`src/rtl/id_ex_stage_if.sv`:
```
// Decode-to-execute bus: decoded instruction fields in, registered EX fields and
// stall/bubble status out. The stage itself attaches through the slave modport.
interface id_ex_stage_if #(
  parameter int DATA_W = 32,
  parameter int RA_W   = 4,
  parameter int CNT_W  = 16
);
  logic              id_valid;
  logic              id_imm;
  logic              id_wmem;
  logic              id_rmem;
  logic              id_wreg;
  logic [2:0]        id_alu;
  logic [1:0]        id_ext;
  logic [RA_W-1:0]   id_rs1;
  logic [RA_W-1:0]   id_rs2;
  logic [RA_W-1:0]   id_rd;
  logic [DATA_W-1:0] id_opa;
  logic [DATA_W-1:0] id_opb;
  logic [DATA_W-1:0] id_imm_val;
  logic              flush;
  logic              hold;

  logic              ex_valid;
  logic              ex_imm;
  logic              ex_wmem;
  logic              ex_rmem;
  logic              ex_wreg;
  logic [2:0]        ex_alu;
  logic [1:0]        ex_ext;
  logic [RA_W-1:0]   ex_rd;
  logic [DATA_W-1:0] ex_opa;
  logic [DATA_W-1:0] ex_opb;
  logic [DATA_W-1:0] ex_imm_val;
  logic              id_stall;
  logic [CNT_W-1:0]  bubble_cnt;

  modport master (
    output id_valid, id_imm, id_wmem, id_rmem, id_wreg, id_alu, id_ext,
           id_rs1, id_rs2, id_rd, id_opa, id_opb, id_imm_val, flush, hold,
    input  ex_valid, ex_imm, ex_wmem, ex_rmem, ex_wreg, ex_alu, ex_ext,
           ex_rd, ex_opa, ex_opb, ex_imm_val, id_stall, bubble_cnt
  );

  modport slave (
    input  id_valid, id_imm, id_wmem, id_rmem, id_wreg, id_alu, id_ext,
           id_rs1, id_rs2, id_rd, id_opa, id_opb, id_imm_val, flush, hold,
    output ex_valid, ex_imm, ex_wmem, ex_rmem, ex_wreg, ex_alu, ex_ext,
           ex_rd, ex_opa, ex_opb, ex_imm_val, id_stall, bubble_cnt
  );
endinterface

```
`src/rtl/id_ex_stage.sv`:
```
// ID/EX pipeline register with load-use hazard detection, flush/hold handling
// and a saturating count of inserted load-use bubbles.
module id_ex_stage #(
  parameter int DATA_W = 32,
  parameter int RA_W   = 4,
  parameter int CNT_W  = 16
) (
  input  logic         clk,
  input  logic         rst,
  id_ex_stage_if.slave bus
);

  typedef struct packed {
    logic              valid;
    logic              imm;
    logic              wmem;
    logic              rmem;
    logic              wreg;
    logic [2:0]        alu;
    logic [1:0]        ext;
    logic [RA_W-1:0]   rd;
    logic [DATA_W-1:0] opa;
    logic [DATA_W-1:0] opb;
    logic [DATA_W-1:0] imm_val;
  } ex_t;

  ex_t              ex_reg;
  ex_t              ex_next;
  logic [CNT_W-1:0] cnt_reg;
  logic [CNT_W-1:0] cnt_next;
  logic             hz;
  logic             rd_match;

  // An immediate-form instruction has no second register source, so rs2 is ignored.
  assign rd_match = (ex_reg.rd == bus.id_rs1) |
                    (~bus.id_imm & (ex_reg.rd == bus.id_rs2));
  assign hz = ex_reg.valid & ex_reg.rmem & bus.id_valid &
              (ex_reg.rd != '0) & rd_match;

  assign bus.id_stall = bus.hold | (hz & ~bus.flush);

  always_comb begin
    ex_next  = ex_reg;
    cnt_next = cnt_reg;
    if (bus.flush) begin
      ex_next = '0;
    end else if (bus.hold) begin
      ex_next = ex_reg;
    end else if (hz) begin
      ex_next  = '0;
      cnt_next = (&cnt_reg) ? cnt_reg : cnt_reg + CNT_W'(1);
    end else if (bus.id_valid) begin
      ex_next.valid   = 1'b1;
      ex_next.imm     = bus.id_imm;
      ex_next.wmem    = bus.id_wmem;
      ex_next.rmem    = bus.id_rmem;
      ex_next.wreg    = bus.id_wreg;
      ex_next.alu     = bus.id_alu;
      ex_next.ext     = bus.id_ext;
      ex_next.rd      = bus.id_rd;
      ex_next.opa     = bus.id_opa;
      ex_next.opb     = bus.id_opb;
      ex_next.imm_val = bus.id_imm_val;
    end else begin
      ex_next = '0;
    end
  end

  always_ff @(posedge clk or negedge rst) begin
    if (!rst) begin
      ex_reg  <= '0;
      cnt_reg <= '0;
    end else begin
      ex_reg  <= ex_next;
      cnt_reg <= cnt_next;
    end
  end

  assign bus.ex_valid   = ex_reg.valid;
  assign bus.ex_imm     = ex_reg.imm;
  assign bus.ex_wmem    = ex_reg.wmem;
  assign bus.ex_rmem    = ex_reg.rmem;
  assign bus.ex_wreg    = ex_reg.wreg;
  assign bus.ex_alu     = ex_reg.alu;
  assign bus.ex_ext     = ex_reg.ext;
  assign bus.ex_rd      = ex_reg.rd;
  assign bus.ex_opa     = ex_reg.opa;
  assign bus.ex_opb     = ex_reg.opb;
  assign bus.ex_imm_val = ex_reg.imm_val;
  assign bus.bubble_cnt = cnt_reg;

endmodule

```
`src/flat_wrapper.sv`:
```
// flat-port wrapper written by rule: the top's interface ports become plain ports
module id_ex_stage_flat 
#(
  parameter int DATA_W = 32,
  parameter int RA_W   = 4,
  parameter int CNT_W  = 16
)
  (clk, rst, bus_id_valid, bus_id_imm, bus_id_wmem, bus_id_rmem, bus_id_wreg, bus_id_alu, bus_id_ext, bus_id_rs1, bus_id_rs2, bus_id_rd, bus_id_opa, bus_id_opb, bus_id_imm_val, bus_flush, bus_hold, bus_ex_valid, bus_ex_imm, bus_ex_wmem, bus_ex_rmem, bus_ex_wreg, bus_ex_alu, bus_ex_ext, bus_ex_rd, bus_ex_opa, bus_ex_opb, bus_ex_imm_val, bus_id_stall, bus_bubble_cnt);
  id_ex_stage_if #(.DATA_W(DATA_W), .RA_W(RA_W), .CNT_W(CNT_W)) bus_i ();
  input  logic clk;
  input  logic rst;
  input wire logic [$bits(bus_i.id_valid)-1:0] bus_id_valid;
  input wire logic [$bits(bus_i.id_imm)-1:0] bus_id_imm;
  input wire logic [$bits(bus_i.id_wmem)-1:0] bus_id_wmem;
  input wire logic [$bits(bus_i.id_rmem)-1:0] bus_id_rmem;
  input wire logic [$bits(bus_i.id_wreg)-1:0] bus_id_wreg;
  input wire logic [$bits(bus_i.id_alu)-1:0] bus_id_alu;
  input wire logic [$bits(bus_i.id_ext)-1:0] bus_id_ext;
  input wire logic [$bits(bus_i.id_rs1)-1:0] bus_id_rs1;
  input wire logic [$bits(bus_i.id_rs2)-1:0] bus_id_rs2;
  input wire logic [$bits(bus_i.id_rd)-1:0] bus_id_rd;
  input wire logic [$bits(bus_i.id_opa)-1:0] bus_id_opa;
  input wire logic [$bits(bus_i.id_opb)-1:0] bus_id_opb;
  input wire logic [$bits(bus_i.id_imm_val)-1:0] bus_id_imm_val;
  input wire logic [$bits(bus_i.flush)-1:0] bus_flush;
  input wire logic [$bits(bus_i.hold)-1:0] bus_hold;
  output wire logic [$bits(bus_i.ex_valid)-1:0] bus_ex_valid;
  output wire logic [$bits(bus_i.ex_imm)-1:0] bus_ex_imm;
  output wire logic [$bits(bus_i.ex_wmem)-1:0] bus_ex_wmem;
  output wire logic [$bits(bus_i.ex_rmem)-1:0] bus_ex_rmem;
  output wire logic [$bits(bus_i.ex_wreg)-1:0] bus_ex_wreg;
  output wire logic [$bits(bus_i.ex_alu)-1:0] bus_ex_alu;
  output wire logic [$bits(bus_i.ex_ext)-1:0] bus_ex_ext;
  output wire logic [$bits(bus_i.ex_rd)-1:0] bus_ex_rd;
  output wire logic [$bits(bus_i.ex_opa)-1:0] bus_ex_opa;
  output wire logic [$bits(bus_i.ex_opb)-1:0] bus_ex_opb;
  output wire logic [$bits(bus_i.ex_imm_val)-1:0] bus_ex_imm_val;
  output wire logic [$bits(bus_i.id_stall)-1:0] bus_id_stall;
  output wire logic [$bits(bus_i.bubble_cnt)-1:0] bus_bubble_cnt;
  assign bus_i.id_valid = bus_id_valid;
  assign bus_i.id_imm = bus_id_imm;
  assign bus_i.id_wmem = bus_id_wmem;
  assign bus_i.id_rmem = bus_id_rmem;
  assign bus_i.id_wreg = bus_id_wreg;
  assign bus_i.id_alu = bus_id_alu;
  assign bus_i.id_ext = bus_id_ext;
  assign bus_i.id_rs1 = bus_id_rs1;
  assign bus_i.id_rs2 = bus_id_rs2;
  assign bus_i.id_rd = bus_id_rd;
  assign bus_i.id_opa = bus_id_opa;
  assign bus_i.id_opb = bus_id_opb;
  assign bus_i.id_imm_val = bus_id_imm_val;
  assign bus_i.flush = bus_flush;
  assign bus_i.hold = bus_hold;
  assign bus_ex_valid = bus_i.ex_valid;
  assign bus_ex_imm = bus_i.ex_imm;
  assign bus_ex_wmem = bus_i.ex_wmem;
  assign bus_ex_rmem = bus_i.ex_rmem;
  assign bus_ex_wreg = bus_i.ex_wreg;
  assign bus_ex_alu = bus_i.ex_alu;
  assign bus_ex_ext = bus_i.ex_ext;
  assign bus_ex_rd = bus_i.ex_rd;
  assign bus_ex_opa = bus_i.ex_opa;
  assign bus_ex_opb = bus_i.ex_opb;
  assign bus_ex_imm_val = bus_i.ex_imm_val;
  assign bus_id_stall = bus_i.id_stall;
  assign bus_bubble_cnt = bus_i.bubble_cnt;
  id_ex_stage #(.DATA_W(DATA_W), .RA_W(RA_W), .CNT_W(CNT_W)) u_core (.clk(clk), .rst(rst), .bus(bus_i));
endmodule
```
`config.mk`:
```
export PLATFORM = sky130hd
export DESIGN_NAME = id_ex_stage_flat
export DESIGN_NICKNAME = d
export VERILOG_FILES = /design/src/rtl/id_ex_stage_if.sv /design/src/rtl/id_ex_stage.sv /design/src/flat_wrapper.sv
export SDC_FILE = /design/constraint.sdc
export NUM_CORES = 1
export LEC_CHECK = 0
export ABC_AREA = 0
export BUFFER_PORTS_ARGS = -buffer_cell sky130_fd_sc_hd__buf_2
export CAP_MARGIN = 20
export CELL_PAD_IN_SITES_DETAIL_PLACEMENT = 0
export CELL_PAD_IN_SITES_GLOBAL_PLACEMENT = 1
export CORE_ASPECT_RATIO = 1.2
export CORE_MARGIN = 2
export CORE_UTILIZATION = 39
export CTS_BUF_LIST = sky130_fd_sc_hd__clkbuf_2
export DETAILED_ROUTE_END_ITERATION = 6
export PLACE_DENSITY_LB_ADDON = 0.1
export SYNTH_ARGS = -nofsm -noshare
export SYNTH_HDL_FRONTEND = slang
export SYNTH_SLANG_ARGS = --single-unit
```
`constraint.sdc`:
```
create_clock -name clk -period 4.32 [get_ports clk]
set_clock_uncertainty 0.05 [all_clocks]
set_input_delay 0.216 -clock clk [delete_from_list [all_inputs] [get_ports clk]]
set_output_delay 0.216 -clock clk [all_outputs]
set_load 0.03 [all_outputs]
```
### Yosys cells after proc, flatten, opt, wreduce, memory -nomap -nowiden

Cells that the tools add are included.
Widths: inputs -> output; s select.

* register bits after elaboration: 126
* bits of input ports: 122
* logic and storage cells: 35

* add/sub/neg operators: 1
* equal/unequal tests: 3
* multiplexer cells: 4
* bitwise gates (word level): 12
* reduce and logical (&&, ||, !) cells: 3

Operator list (number)
* $mux 110: 4
* $add 16x1->16 const B: 1
* $reduce_and 16->1: 1
* $eq 4x4->1: 2
* $and 1x1->1: 6
* $not 1->1: 4
* $reduce_and 4->1: 1
* $reduce_bool 4->1: 1
* $ne 2x2->1 const B: 1
* $or 1x1->1: 2

### Logic depth before layout (Yosys ltp)

Gate-level depths: netlist of run 1.

* depth after elaboration: 7
* depth in mapped cells: 7
* gate-level depth less buffers: 6

### Least setup slack after synthesis of run 1

OpenSTA, ideal clock, no wires.

* path type: reg-to-reg
* start point: register u_core.ex_reg, in the netlist u_core.bus.ex_rd[3]
* end point: register u_core.ex_reg, in the netlist u_core.bus.ex_alu[0]
* setup time: 0.121 ns
* arrival time: 1.840 ns
* path slack: 2.309 ns
* stages on the path, launching flop included: 8
* path buffers: 2
* clock period less this slack: 2.011 ns
* cell sequence: dfrtp_1 xor2_1 nor4_1 a31o_2 a21oi_1 buf_4 buf_4 a22o_1

* word-level cells in the longest chain between the ends: 7

RTL lines
* start, declared: line id_ex_stage.sv:27 `ex_t ex_reg;`
* start signal, assigned: line id_ex_stage.sv:74 `ex_reg <= ex_next;`
* $eq 4x4->1: line id_ex_stage.sv:36 `(~bus.id_imm & (ex_reg.rd == bus.id_rs2));`
* $and 1x1->1: line id_ex_stage.sv:36
* $or 1x1->1: line id_ex_stage.sv:35 `assign rd_match = (ex_reg.rd == bus.id_rs1) |`
* $and 1x1->1 (*): line id_ex_stage.sv:38 `(ex_reg.rd != '0) & rd_match;`
* $mux 110 (*): line id_ex_stage.sv:49 `end else if (hz) begin`
* $mux 110 (*): line id_ex_stage.sv:47 `end else if (bus.hold) begin`
* $mux 110 (*): line id_ex_stage.sv:45 `if (bus.flush) begin`

Every way passes the cells marked *; elsewhere a longest branch is shown, timed or not. The select of a mux whose other input is x is not followed.
A chain may end at the register's enable or synchronous reset.

### Final worst setup path of run 1

* start point: register u_core.ex_reg, in the netlist u_core.bus.ex_rd[0]
* end point: output bus_id_stall

* word-level cells in the longest chain between the ends: 6

RTL lines
* $eq 4x4->1: line id_ex_stage.sv:36
* $and 1x1->1: line id_ex_stage.sv:36
* $or 1x1->1: line id_ex_stage.sv:35
* $and 1x1->1 (*): line id_ex_stage.sv:38
* $and 1x1->1 (*): line id_ex_stage.sv:40 `assign bus.id_stall = bus.hold | (hz & ~bus.flush);`
* $or 1x1->1 (*): line id_ex_stage.sv:40
* end, declared: line flat_wrapper.sv:38 `output wire logic [$bits(bus_i.id_stall)-1:0] bus_id_stall;`

Every way passes the cells marked *; elsewhere a longest branch is shown, timed or not.

==> results.txt, run 1 <==
Across the VDD grid, the largest voltage drop is 169 µV. The final layout contains 822 nets. Dividing the detail-routed wire length by the instance count gives 16.1 µm. The number of buffers inserted to repair setup after CTS came out at 0.

After synthesis the cells add up to 4860 µm². In this run the tightest slew margin relative to its limit is 39.4%. The arrival time of the worst setup path is 2.35 ns. The count of final max-slew check failures came out at 0. For this design the ratio of total power to cell area is 334 nW/µm². The maximum clock frequency came out at 382 MHz.

The longest clock path from root to sink contains 2 buffers. For this run, design rule violations remaining after detail routing come to 0. The antenna diode count is 0. The clock latency on the worst-skew pair is 0.65 ns.

The run finished with clean final reports. The tightest min-delay check is of the in2reg type. The worst hold path passes through 4 cells.

TritonCTS built the clock tree. The total wire length after detailed routing is 14.1 mm. The smallest clock period supported by the final layout is computed as 2.62 ns. The global router's overall resource usage is 21.5%.

The worst register-to-register path begins at u_core.bus.ex_rd[0]$_DFFE_PN0P_. The layout filler cell count is 979. The fraction of the cycle the final worst path needs came out at 60.6%. The proportion of synthesized chip area in sequential cells is 64.9%. The leakage power total is 4.26 nW.

With fillers left out, the area of the finished cells amounts to 7700 µm². The H-tree was split into 4 levels. The utilization of the core after routing came out at 63.6%.

For the worst flop-to-flop path, the logic depth is 5. The startpoint of the tightest hold check path is bus_flush. The first global-routing pass estimated 22.6 mm of wire. Row generation in the floorplan step produced 44 rows. The highest fanout seen on the critical path is 5. The slew of the pin with the lowest slew margin is 0.910 ns. Using the TritonRoute via totals, the vias-per-cell ratio works out to 4.92. The clock buffer count from CTS is 17. The routability congestion estimate from global placement is 0.817. In this run, the number of DRC markers left after iteration 0 of detailed routing was 213. The launching element of the worst setup path is u_core.bus.ex_rd[0]$_DFFE_PN0P_. The die outline area came out at 13400 µm². The placeable core region came out at 12100 µm². In this run the vertical extent of the chip is 126 µm.

The aggregate negative setup slack came out at 0 ns. The maximum number of pins on one net before global-route repair came out at 111. Clock tree synthesis found a total of 126 sinks. The HPWL reported at the end of detailed placement is 8.96 mm. The first-pass detailed-route iteration total is 4. The post-synthesis net count is 463.

The area taken by flip-flops and latches came out at 3150 µm². The max-capacitance violation count came out at 0. The final hold violation count is 0.

The number of antenna violations at the first check in global routing is 0. The area occupied by multi-input gates came out at 1580 µm². The final antenna-violating net count is 0. The clock transition at the registers of the reported paths came out at 0.19 ns. The area growth from synthesis to layout is 58.6%. The number of global-route vias before repair is 4552. The placement-stage cell area came out at 6210 µm². The number of different library cells used by synthesis comes to 33. The count of yosys warnings during synthesis came out at 0. After synthesis, the mean cell area works out to 14.3 µm². Setup violations remaining at the end of the flow were counted as 0. The share of the synthesized area in the top cell type is 64.9%. By area the synthesized netlist is led by sky130_fd_sc_hd__dfrtp_1 65%, sky130_fd_sc_hd__a22o_1 20%, sky130_fd_sc_hd__xor2_1 3.8%. In the synthesized netlist, the number of instances is 340. For this configuration, the core starts out at a cell density of 40.1%.

The worst setup path is launched from a register. The flip-flop and latch count after synthesis came out at 126. Setup repair after global routing left no endpoint under its margin. The total I/O pin count came out at 249. The root buffer cell chosen for the clock tree is sky130_fd_sc_hd__clkbuf_2. The layout cell share with drive strength beyond 1 came out at 42.3%. After global routing the overflow that remains totals 0. The width of the die is 106 µm. The critical path is of the reg2out type. The endpoint type of the worst setup path is a primary output. The number of vias in the routed layout came out at 4293. The port buffer count is 248. The biggest area contributor in the post-synthesis netlist is sky130_fd_sc_hd__dfrtp_1. The data required time at the worst endpoint came out at 4.05 ns.
[placed cells by master, fill, tap and decap left out, types with 2 or more instances in the layout]
| cell type | n |
|---|---|
| sky130_fd_sc_hd__bufinv_16 | 6 |
| sky130_fd_sc_hd__clkinv_4 | 2 |
| sky130_fd_sc_hd__and4_1 | 2 |
| sky130_fd_sc_hd__nor4_1 | 5 |
| sky130_fd_sc_hd__a22o_1 | 109 |
| sky130_fd_sc_hd__inv_6 | 2 |
| sky130_fd_sc_hd__buf_16 | 2 |
| sky130_fd_sc_hd__nand3_1 | 5 |
| sky130_fd_sc_hd__and3_1 | 2 |
| sky130_fd_sc_hd__clkbuf_2 | 18 |
| sky130_fd_sc_hd__nor2_1 | 9 |
| sky130_fd_sc_hd__dfrtp_1 | 126 |
| sky130_fd_sc_hd__clkinvlp_4 | 2 |
| sky130_fd_sc_hd__mux2_2 | 2 |
| sky130_fd_sc_hd__dlygate4sd3_1 | 111 |
| sky130_fd_sc_hd__nand2_1 | 7 |
| sky130_fd_sc_hd__buf_2 | 247 |
| sky130_fd_sc_hd__buf_4 | 5 |
| sky130_fd_sc_hd__xor2_1 | 21 |
| sky130_fd_sc_hd__nor3_2 | 6 |
| sky130_fd_sc_hd__nand4_1 | 4 |
[cells by family after synthesis]
| kind of cell | share of synthesized area (%) |
|---|---|
| muxes | 0.464 |
| AOI/OAI and AO/OA | 20.9 |
| and+or+nand+nor | 6.44 |
| adders and majority gates | 0.258 |
| buffers and inverters | 3.04 |
| xor gates and xnor gates | 3.97 |
| DFF | 64.9 |
[per-layer routing]
layer	part of all wire, %	track usage (%)	vias up
met1	40	25.5	2082
met4	2.3	7.89	0
met2	51	36.8	171
met5	0	0	-
li1	-	-	2014
met3	6.8	6.78	26
[through the flow]
| stage | worst slack, ns | cells | hold WS [ns] | power, W |
|---|---|---|---|---|
| after floorplan | 2.31 | 340 | -0.130 | 0.00142 |
| after global placement | 1.93 | 728 | 0.382 | 0.00155 |
| after detailed placement | 1.92 | 728 | 0.386 | 0.00156 |
| after CTS | 1.63 | 870 | 0.135 | 0.00260 |
| after global routing | 1.48 | 873 | 0.139 | 0.00269 |
| final | 1.70 | 873 | 0.216 | 0.00258 |
[state kept, by name, indices dropped and copies added (netlist names), 2 cells and up]
signal and count:
u_core.bus.ex_ext 2, u_core.bus.ex_opb 32, u_core.bus.ex_alu 3, u_core.bus.bubble_cnt 16, u_core.bus.ex_rd 4, u_core.bus.ex_imm_val 32
u_core.bus.ex_opa 32
[cell type report]
cell class,count,area share [%]
Sequential cell,126,40.9
Inverter,1,0.0487
Multi-Input combinational cell,188,20.5
Timing Repair Buffer,365,31.7
Clock inverter,14,3.10
Tap cell,161,2.62
Clock buffer,18,1.17
[path summary, 6_finish.rpt]
path	endpoint	slack (ns)
max	bus_id_stall	1.70
min	u_core.bus.ex_valid$_DFFE_PN0P_	0.22
max reg2reg	u_core.bus.bubble_cnt[1]$_DFFE_PN0P_	1.89
min reg2reg	u_core.bus.bubble_cnt[7]$_DFFE_PN0P_	0.45
max in group asynchronous	u_core.bus.ex_opb[3]$_DFFE_PN0P_	2.59
min in group asynchronous	u_core.bus.bubble_cnt[15]$_DFFE_PN0P_	0.40
[power breakdown]
group	total [W]	internal [W]	switching (W)	leakage, nW
sequential	0.00124	0.00122	0.0000238	1.72
combinational	0.000376	0.000173	0.000203	2.36
clock	0.000956	0.000500	0.000455	0.183
[cell usage after synthesis, drive strengths merged]
cell and n:
nand2b 1, dfrtp 126, and4 2, nor3 8, o2111ai 1, xnor2 1
nor3b 1, nor2b 1, a22o 109, nor2 9, buf 13, ha 1
xor2 21, a31o 1, inv 1, nand3 5, or3b 1, clkbuf 12
and3 2, nand2 7, a41o 1, a32oi 1, nor4b 1, nand4 4
a21oi 1, a21o 1, mux2 2, o21ai 1, nor4 5
[worst max-delay path, stage by stage (launching register included)]
cell and delay, ns:
sky130_fd_sc_hd__dfrtp_1 0.48, sky130_fd_sc_hd__xor2_1 0.18, sky130_fd_sc_hd__nor4_1 0.43, sky130_fd_sc_hd__a31o_2 0.22
sky130_fd_sc_hd__a41o_1 0.17, sky130_fd_sc_hd__buf_2 0.21
[what timing repair did]
item,CTS,global route
hold buffers,110,1
resized for setup,0,0
endpoints found under the hold margin,191,11
No activity file was read; power rests on OpenSTA's default activity.
==> run 2: changes to the inputs <==
--- a/config.mk
+++ b/config.mk
@@ -12,7 +12,7 @@
 export CELL_PAD_IN_SITES_GLOBAL_PLACEMENT = 1
 export CORE_ASPECT_RATIO = 1.2
 export CORE_MARGIN = 2
-export CORE_UTILIZATION = 39
+export CORE_UTILIZATION = 32
 export CTS_BUF_LIST = sky130_fd_sc_hd__clkbuf_2
 export DETAILED_ROUTE_END_ITERATION = 6
 export PLACE_DENSITY_LB_ADDON = 0.1
==> constraint.sdc (replaced) <==
create_clock -name clk -period 2.29 [get_ports clk]
set_clock_uncertainty 0.05 [all_clocks]
set_input_delay 0.1145 -clock clk [delete_from_list [all_inputs] [get_ports clk]]
set_output_delay 0.1145 -clock clk [all_outputs]
set_load 0.03 [all_outputs]
==> results.txt, run 2 (synthesis gave the netlist of run 1 again) <==
The area occupied by multi-input gates is 1700 µm² (+7.9%). The number of endpoints failing setup at the final stage is 4 (+4). The global router's overall resource usage is 19.7% (-1.8 points).

The final-layout worst hold slack was 0.107 ns (-0.108 ns). The data required time at the worst endpoint is 2.82 ns (-1.23 ns). The most critical setup path has its startpoint at u_core.bus.ex_rd[3]$_DFFE_PN0P_. The headroom to the max-slew limit is 47.0% (+7.7 points). The effective utilization at floorplan is 32.6% (-7.5 points).

The worst hold endpoint is u_core.bus.ex_opa[30]$_DFFE_PN0P_. The number of clock sinks came out at 126 (unchanged). The number of antenna violations at the first check in global routing is 1 (+1). The area taken by flip-flops and latches is 3160 µm² (+0.16%). The clock latency on the worst-skew pair came out at 0.68 ns (+0.03 ns). The startpoint of the tightest hold check path is bus_id_opa[30]. The utilization of the core after routing is 54.3% (-9.3 points). The clock buffer count from CTS came to 17 (unchanged).

The routability congestion estimate from global placement was 0.780 (-4.5%). The overall overflow remaining after global route came to 0 (unchanged). The fraction of met2 tracks used by global routing was 33.2% (-3.6 points).

The total wire length after detailed routing was 15.6 mm (+11%). The global-route wire length before repair came out at 24.5 mm (+8.5%). The post-route total power came out at 0.00463 W (+80%).

The detail-routed via count per cell is 4.74 (-3.6%). The met3 track demand over resource is 5.51% (-1.3 points). The final reports fail on negative setup slack. The layout cell share with drive strength beyond 1 is 44.7% (+2.4 points). The maximum number of pins on one net before global-route repair came out at 74 (-33%). The slew of the pin with the lowest slew margin is 0.792 ns (-0.117 ns). The switching power share of the total is 27.3% (+0.77 points).

The layout filler cell count came out at 1320 (+35%). The routing usage on met1 came out at 22.1% (-3.4 points). The starting DRC count in detailed routing came out at 222 (+4.2%). The sequential cell fraction of total power is 50.7% (+2.4 points). The number of vias in the routed layout is 4471 (+4.1%). The HPWL reported at the end of detailed placement came to 10.0 mm (+12%). The flow ran to the end, but the final reports show violations.

The count of cells along the worst hold path is 3 (-1). The first-pass detailed-route iteration total is 4 (unchanged). The worst-case setup margin in the final layout is -0.103 ns (-1.81 ns). The maximum clock frequency came out at 418 MHz. The depth of the CTS H-tree came to 4 (unchanged). The number of global-route vias before repair is 4926 (+8.2%). The number of cell rows was 49 (+11%).

The area added between synthesis and finish is 66.5%. The critical path in this run is classified as reg2reg. The switching component of the power is 0.00126 W (+85%). The placeable core region is 14900 µm² (+23%).

The port buffer count is 248 (unchanged). In the layout the commonest cells are 246 x sky130_fd_sc_hd__buf_2, 122 x sky130_fd_sc_hd__dfrtp_1, 119 x sky130_fd_sc_hd__dlygate4sd3_1. The final hold violation count came out at 0 (unchanged). The startpoint identified for the worst register-to-register timing path is u_core.bus.ex_rd[3]$_DFFE_PN0P_. The path class of the tightest hold or removal check is in2reg. Setup repair after global routing could not meet its margin everywhere. The final critical-path required period came out at 2.39 ns. The total I/O pin count is 249 (unchanged). The portion of total power attributed to combinational logic is 16.2% (+1.6 points). The part of the power in the clock network came out at 33.1% (-4.0 points). The max-capacitance violation count is 0 (unchanged). The width of the die came out at 116 µm (+10%). The vertical die dimension is 139 µm (+10%).

met2 is the most crowded layer. The post-route cell area came out at 8090 µm² (+5.0%). The number of buffers on the longest clock path came out at 2 (unchanged). The die outline area is 16200 µm² (+21%).

The per-cell routed wire length is 16.5 µm (+2.6%). The worst setup path is captured at a register. The number of nets in the layout is 848 (+3.2%).

The clock tree from TritonCTS is built. The slack of the worst reg-to-reg path is -0.10 ns (-1.99 ns). The arrival time of the worst setup path came out at 2.92 ns (+0.57 ns).

The highest fanout seen on the critical path came out at 8 (+3). The element type at the critical path start is a register. The remaining routing DRC violations came out at 0 (unchanged). The clock transition at the registers of the reported paths is 0.20 ns (about the same).

The root buffer cell is sky130_fd_sc_hd__clkbuf_2. The worst register-to-register path ends at u_core.bus.bubble_cnt[1]$_DFFE_PN0P_. The power density over the cells came out at 572 nW/µm² (+71%). The placement-stage cell area came out at 6360 µm² (+2.4%).

The final antenna-violating net count came out at 0 (unchanged). The maximum resistive drop on vdd was 355 µV (+110%). The count of final max-slew check failures came out at 0 (unchanged).

The internal portion of total power is 0.00337 W (+78%). The leakage power total came out at 4.42 nW (+3.8%). The most common cell after layout, fill and taps aside is sky130_fd_sc_hd__buf_2. The length in cells of the worst reg-to-reg path came out at 11 (+6). The fraction of the cycle the final worst path needs is 105%.
[run 2: layout make-up]
class,count,area share (%)
inverter,1,0.0464
clock inverter,13,2.12
antenna,1,0.0310
clock buffer,19,1.18
timing repair buffer,391,33.4
sequential,126,39.1
multi-input combinational,188,21.0
tap,204,3.16
[run 2: power by group through the flow]
| stage | Sequential, W | Combinational [W] | Clock [W] |
|---|---|---|---|
| 6_report | 0.00235 | 0.000751 | 0.00153 |
| 5_1_grt | 0.00236 | 0.000806 | 0.00172 |
| 4_1_cts | 0.00234 | 0.000754 | 0.00161 |
| 3_5_place_dp | 0.00238 | 0.000576 | 0 |
| 3_3_place_gp | 0.00238 | 0.000568 | 0 |
| 2_1_floorplan | 0.00253 | 0.000138 | 0 |
[run 2: worst max-delay path by stage]
stage	to	slack, ns	cells past startpoint
5_1_grt	bus_id_stall	-0.26	5
3_3_place_gp	u_core.bus.bubble_cnt[1]$_DFFE_PN0P_	0.22	6
3_5_place_dp	u_core.bus.bubble_cnt[1]$_DFFE_PN0P_	0.21	6
2_1_floorplan	u_core.bus.ex_alu[0]$_DFFE_PN0P_	0.28	7
6_report	u_core.bus.bubble_cnt[1]$_DFFE_PN0P_	-0.10	11
4_1_cts	bus_id_stall	-0.20	5
[run 2: critical path, cell delays in order, from the launching register on]
cell	delay (ns)
sky130_fd_sc_hd__dfrtp_2	0.48
sky130_fd_sc_hd__xor2_1	0.16
sky130_fd_sc_hd__nor4_2	0.33
sky130_fd_sc_hd__buf_4	0.17
sky130_fd_sc_hd__buf_4	0.09
sky130_fd_sc_hd__buf_4	0.09
sky130_fd_sc_hd__buf_4	0.09
sky130_fd_sc_hd__buf_4	0.10
sky130_fd_sc_hd__a32oi_2	0.08
sky130_fd_sc_hd__buf_6	0.22
sky130_fd_sc_hd__nor2_4	0.14
sky130_fd_sc_hd__mux2_4	0.30
[run 2: stage by stage]
stage / setup WS [ns] / cells / TNS (ns)
2_1_floorplan: 0.279 / 340 / 0
3_3_place_gp: 0.219 / 777 / 0
3_5_place_dp: 0.215 / 777 / 0
4_1_cts: -0.196 / 935 / -0.237
5_1_grt: -0.261 / 943 / -0.978
6_report: -0.103 / 943 / -0.331
[run 2: metal layers]
metal	wire (µm)	share of wire, %
met5	0	0
met2	7980	51
met1	6130	39
met4	648	4.2
met3	844	5.4
[run 2: repair_timing]
item | CTS | global route
cloned | 0 | 1
hold buffers | 120 | 0
gates resized for setup | 12 | 19
endpoints found under the hold margin | 236 | 0
pin swaps | 3 | 15
endpoints found under the setup margin | 1 | 12
buffers inserted | 6 | 6
==> run 3: changes to the inputs <==
--- a/config.mk
+++ b/config.mk
@@ -8,11 +8,11 @@
 export ABC_AREA = 0
 export BUFFER_PORTS_ARGS = -buffer_cell sky130_fd_sc_hd__buf_2
 export CAP_MARGIN = 20
-export CELL_PAD_IN_SITES_DETAIL_PLACEMENT = 0
-export CELL_PAD_IN_SITES_GLOBAL_PLACEMENT = 1
+export CELL_PAD_IN_SITES_DETAIL_PLACEMENT = 1
+export CELL_PAD_IN_SITES_GLOBAL_PLACEMENT = 2
 export CORE_ASPECT_RATIO = 1.2
 export CORE_MARGIN = 2
-export CORE_UTILIZATION = 32
+export CORE_UTILIZATION = 26
 export CTS_BUF_LIST = sky130_fd_sc_hd__clkbuf_2
 export DETAILED_ROUTE_END_ITERATION = 6
 export PLACE_DENSITY_LB_ADDON = 0.1
==> results.txt, run 3 (synthesis gave the netlist of run 1 again) <==
The layout cell share with drive strength beyond 1 is 42.8% (-2.0 points). The kind of critical path is reg2out. The area added between synthesis and finish is 67.7%. The post-route total power came out at 0.00461 W (-0.30%). The startpoint identified for the worst hold timing path is bus_id_opb[3]. The clock transition at the registers of the reported paths is 0.23 ns (+0.03 ns).

The routability congestion estimate from global placement was 0.708 (-9.3%). The maximum resistive drop on vdd is 373 µV (+5.2%). The final-layout worst hold slack is 0.0987 ns (-0.00870 ns). The worst-case setup margin in the final layout is -0.0479 ns (+0.0556 ns).

The first-pass detailed-route iteration total came out at 4 (unchanged). The fraction of the cycle the final worst path needs is 102% (-2.4 points). The endpoint type of the worst setup path is a primary output. The count of final max-slew check failures came out at 0 (unchanged). The arrival time of the worst setup path is 2.17 ns (-0.75 ns).

The library cell used most frequently in the layout, excluding fill and tap cells, is sky130_fd_sc_hd__buf_2. The run finished, with violations left. The global-route wire length before repair came out at 27.2 mm (+11%). The path with the worst hold slack has its endpoint at u_core.bus.ex_opb[3]$_DFFE_PN0P_. The placeable core region came out at 18200 µm² (+22%). STA classifies the critical path startpoint as a register.

The library cells used most frequently in the layout, excluding fill and tap cells, are 246 x sky130_fd_sc_hd__buf_2, 139 x sky130_fd_sc_hd__dlygate4sd3_1, 123 x sky130_fd_sc_hd__dfrtp_1. The max-capacitance violation count came out at 0 (unchanged). The die outline area is 19800 µm² (+22%). The number of antenna violations at the first check in global routing came out at 2 (+1).

The terminus of the critical flop-to-flop path is u_core.bus.ex_imm_val[11]$_DFFE_PN0P_. The length in cells of the worst reg-to-reg path is 9 (-2). The final critical-path required period is 2.34 ns (-0.0556 ns). The worst register-to-register path begins at u_core.bus.ex_rd[1]$_DFFE_PN0P_. The power density over the cells came to 566 nW/µm² (-1.0%). The headroom to the max-slew limit came to 56.8% (+9.8 points). The highest fanout seen on the critical path is 5 (-3). The number of nets in the layout is 863 (+1.8%).

The global router's overall resource usage came out at 17.7% (-2.0 points). The final hold violation count came out at 0 (unchanged). The clock tree from TritonCTS is built. The HPWL reported at the end of detailed placement came to 10.5 mm (+4.6%). The slack of the worst reg-to-reg path is 0.11 ns (+0.21 ns). The post-route cell area is 8150 µm² (+0.74%). The final reports fail on negative setup slack. Setup repair after global routing could not meet its margin everywhere. The type of the worst min-delay path is in2reg.

The root buffer cell chosen for the clock tree is sky130_fd_sc_hd__clkbuf_2. The total I/O pin count is 249 (unchanged). The number of buffers on the longest clock path is 2 (unchanged). The number of cell rows is 54 (+10%). The data required time at the worst endpoint is 2.13 ns (-0.69 ns).

The count of cells along the worst hold path came to 3 (unchanged). The detail-routed via count per cell came out at 4.60 (-3.0%). The leakage power total is 4.42 nW (about the same). The placement-stage cell area was 6370 µm² (+0.28%). The starting DRC count in detailed routing came out at 137 (-38%). The final antenna-violating net count came out at 0 (unchanged). The port buffer count was 248 (unchanged). The vertical die dimension came to 154 µm (+11%).

The slew of the pin with the lowest slew margin is 0.648 ns (-0.144 ns). The maximum number of pins on one net before global-route repair is 73 (-1.4%). The clock buffer count from CTS is 17 (unchanged). The remaining routing DRC violations is 0 (unchanged). The depth of the CTS H-tree is 4 (unchanged). The overall overflow remaining after global route came to 0 (unchanged). The width of the die came out at 129 µm (+11%). The number of endpoints failing setup at the final stage is 1 (-3).

The number of clock sinks came out at 126 (unchanged). The number of global-route vias before repair came to 5121 (+4.0%). The maximum clock frequency was 428 MHz (+2.4%).

The number of vias in the routed layout is 4501 (+0.67%). The clock latency on the worst-skew pair came out at 0.69 ns (about the same). The per-cell routed wire length came to 17.6 µm (+6.4%). The effective utilization at floorplan is 26.6% (-6.0 points). The total wire length after detailed routing came out at 17.2 mm (+10%).
run 3: metrics by stage:
| stage | TNS [ns] | util [%] | cells | setup slack (ns) |
|---|---|---|---|---|
| 2_1_floorplan | 0 | - | 340 | 0.279 |
| 3_3_place_gp | 0 | 34.9 | 796 | 0.251 |
| 3_5_place_dp | 0 | 34.9 | 796 | 0.187 |
| 4_1_cts | -0.163 | 44.3 | 973 | -0.163 |
| 5_1_grt | -0.577 | 44.6 | 978 | -0.226 |
| 6_report | -0.0479 | 44.7 | 979 | -0.0479 |
run 3: worst max-delay path, cell delays in order, from the launching register on:
cell,delay (ns)
sky130_fd_sc_hd__dfrtp_2,0.49
sky130_fd_sc_hd__xor2_1,0.18
sky130_fd_sc_hd__nor4_2,0.32
sky130_fd_sc_hd__a31o_2,0.17
sky130_fd_sc_hd__a41o_1,0.18
sky130_fd_sc_hd__buf_6,0.14
run 3: worst max-delay path by stage:
stage / startpoint / endpoint / cells after the start
after global routing: u_core.bus.ex_rd[3]$_DFFE_PN0P_ / bus_id_stall / 5
after CTS: u_core.bus.ex_rd[0]$_DFFE_PN0P_ / bus_id_stall / 5
final: u_core.bus.ex_rd[3]$_DFFE_PN0P_ / bus_id_stall / 5
after floorplan: u_core.bus.ex_rd[3]$_DFFE_PN0P_ / u_core.bus.ex_alu[0]$_DFFE_PN0P_ / 7
after global placement: u_core.bus.ex_rd[3]$_DFFE_PN0P_ / u_core.bus.bubble_cnt[1]$_DFFE_PN0P_ / 6
after detailed placement: u_core.bus.ex_rd[3]$_DFFE_PN0P_ / u_core.bus.bubble_cnt[1]$_DFFE_PN0P_ / 6
run 3: final cells by class:
class | count | area (µm²)
diodes | 2 | 5.00
clock buffers | 18 | 90.1
clock inverters | 14 | 156
fillers | 1994 | 10100
inverters | 1 | 3.75
multi-input cells | 188 | 1610
flip-flops and latches | 126 | 3160
well taps | 224 | 280
repair buffers | 406 | 2850
run 3: report_power, final:
group	switching [W]	leakage (nW)	total [W]	internal [W]
Sequential	0.0000430	1.72	0.00234	0.00230
Combinational	0.000413	2.56	0.000786	0.000373
Clock	0.000957	0.144	0.00148	0.000526
run 3: what timing repair did:
action                                  CTS  global route
cloned                                    0             0
hold endpoints to repair                235             1
hold buffers                            139             1
endpoints found under the setup margin    1             3
buffers inserted                          6             3
gates resized for setup                   6             4
pin swaps                                 3             1
run 3: layer usage:
layer	vias up	track usage, %	share of wire (%)	routed length [µm]
li1	2094	-	-	-
met1	2212	20.2	41	7060
met2	174	30.7	50	8630
met3	21	5.81	6.8	1180
met4	0	6.68	2.1	365
met5	-	0	0	0
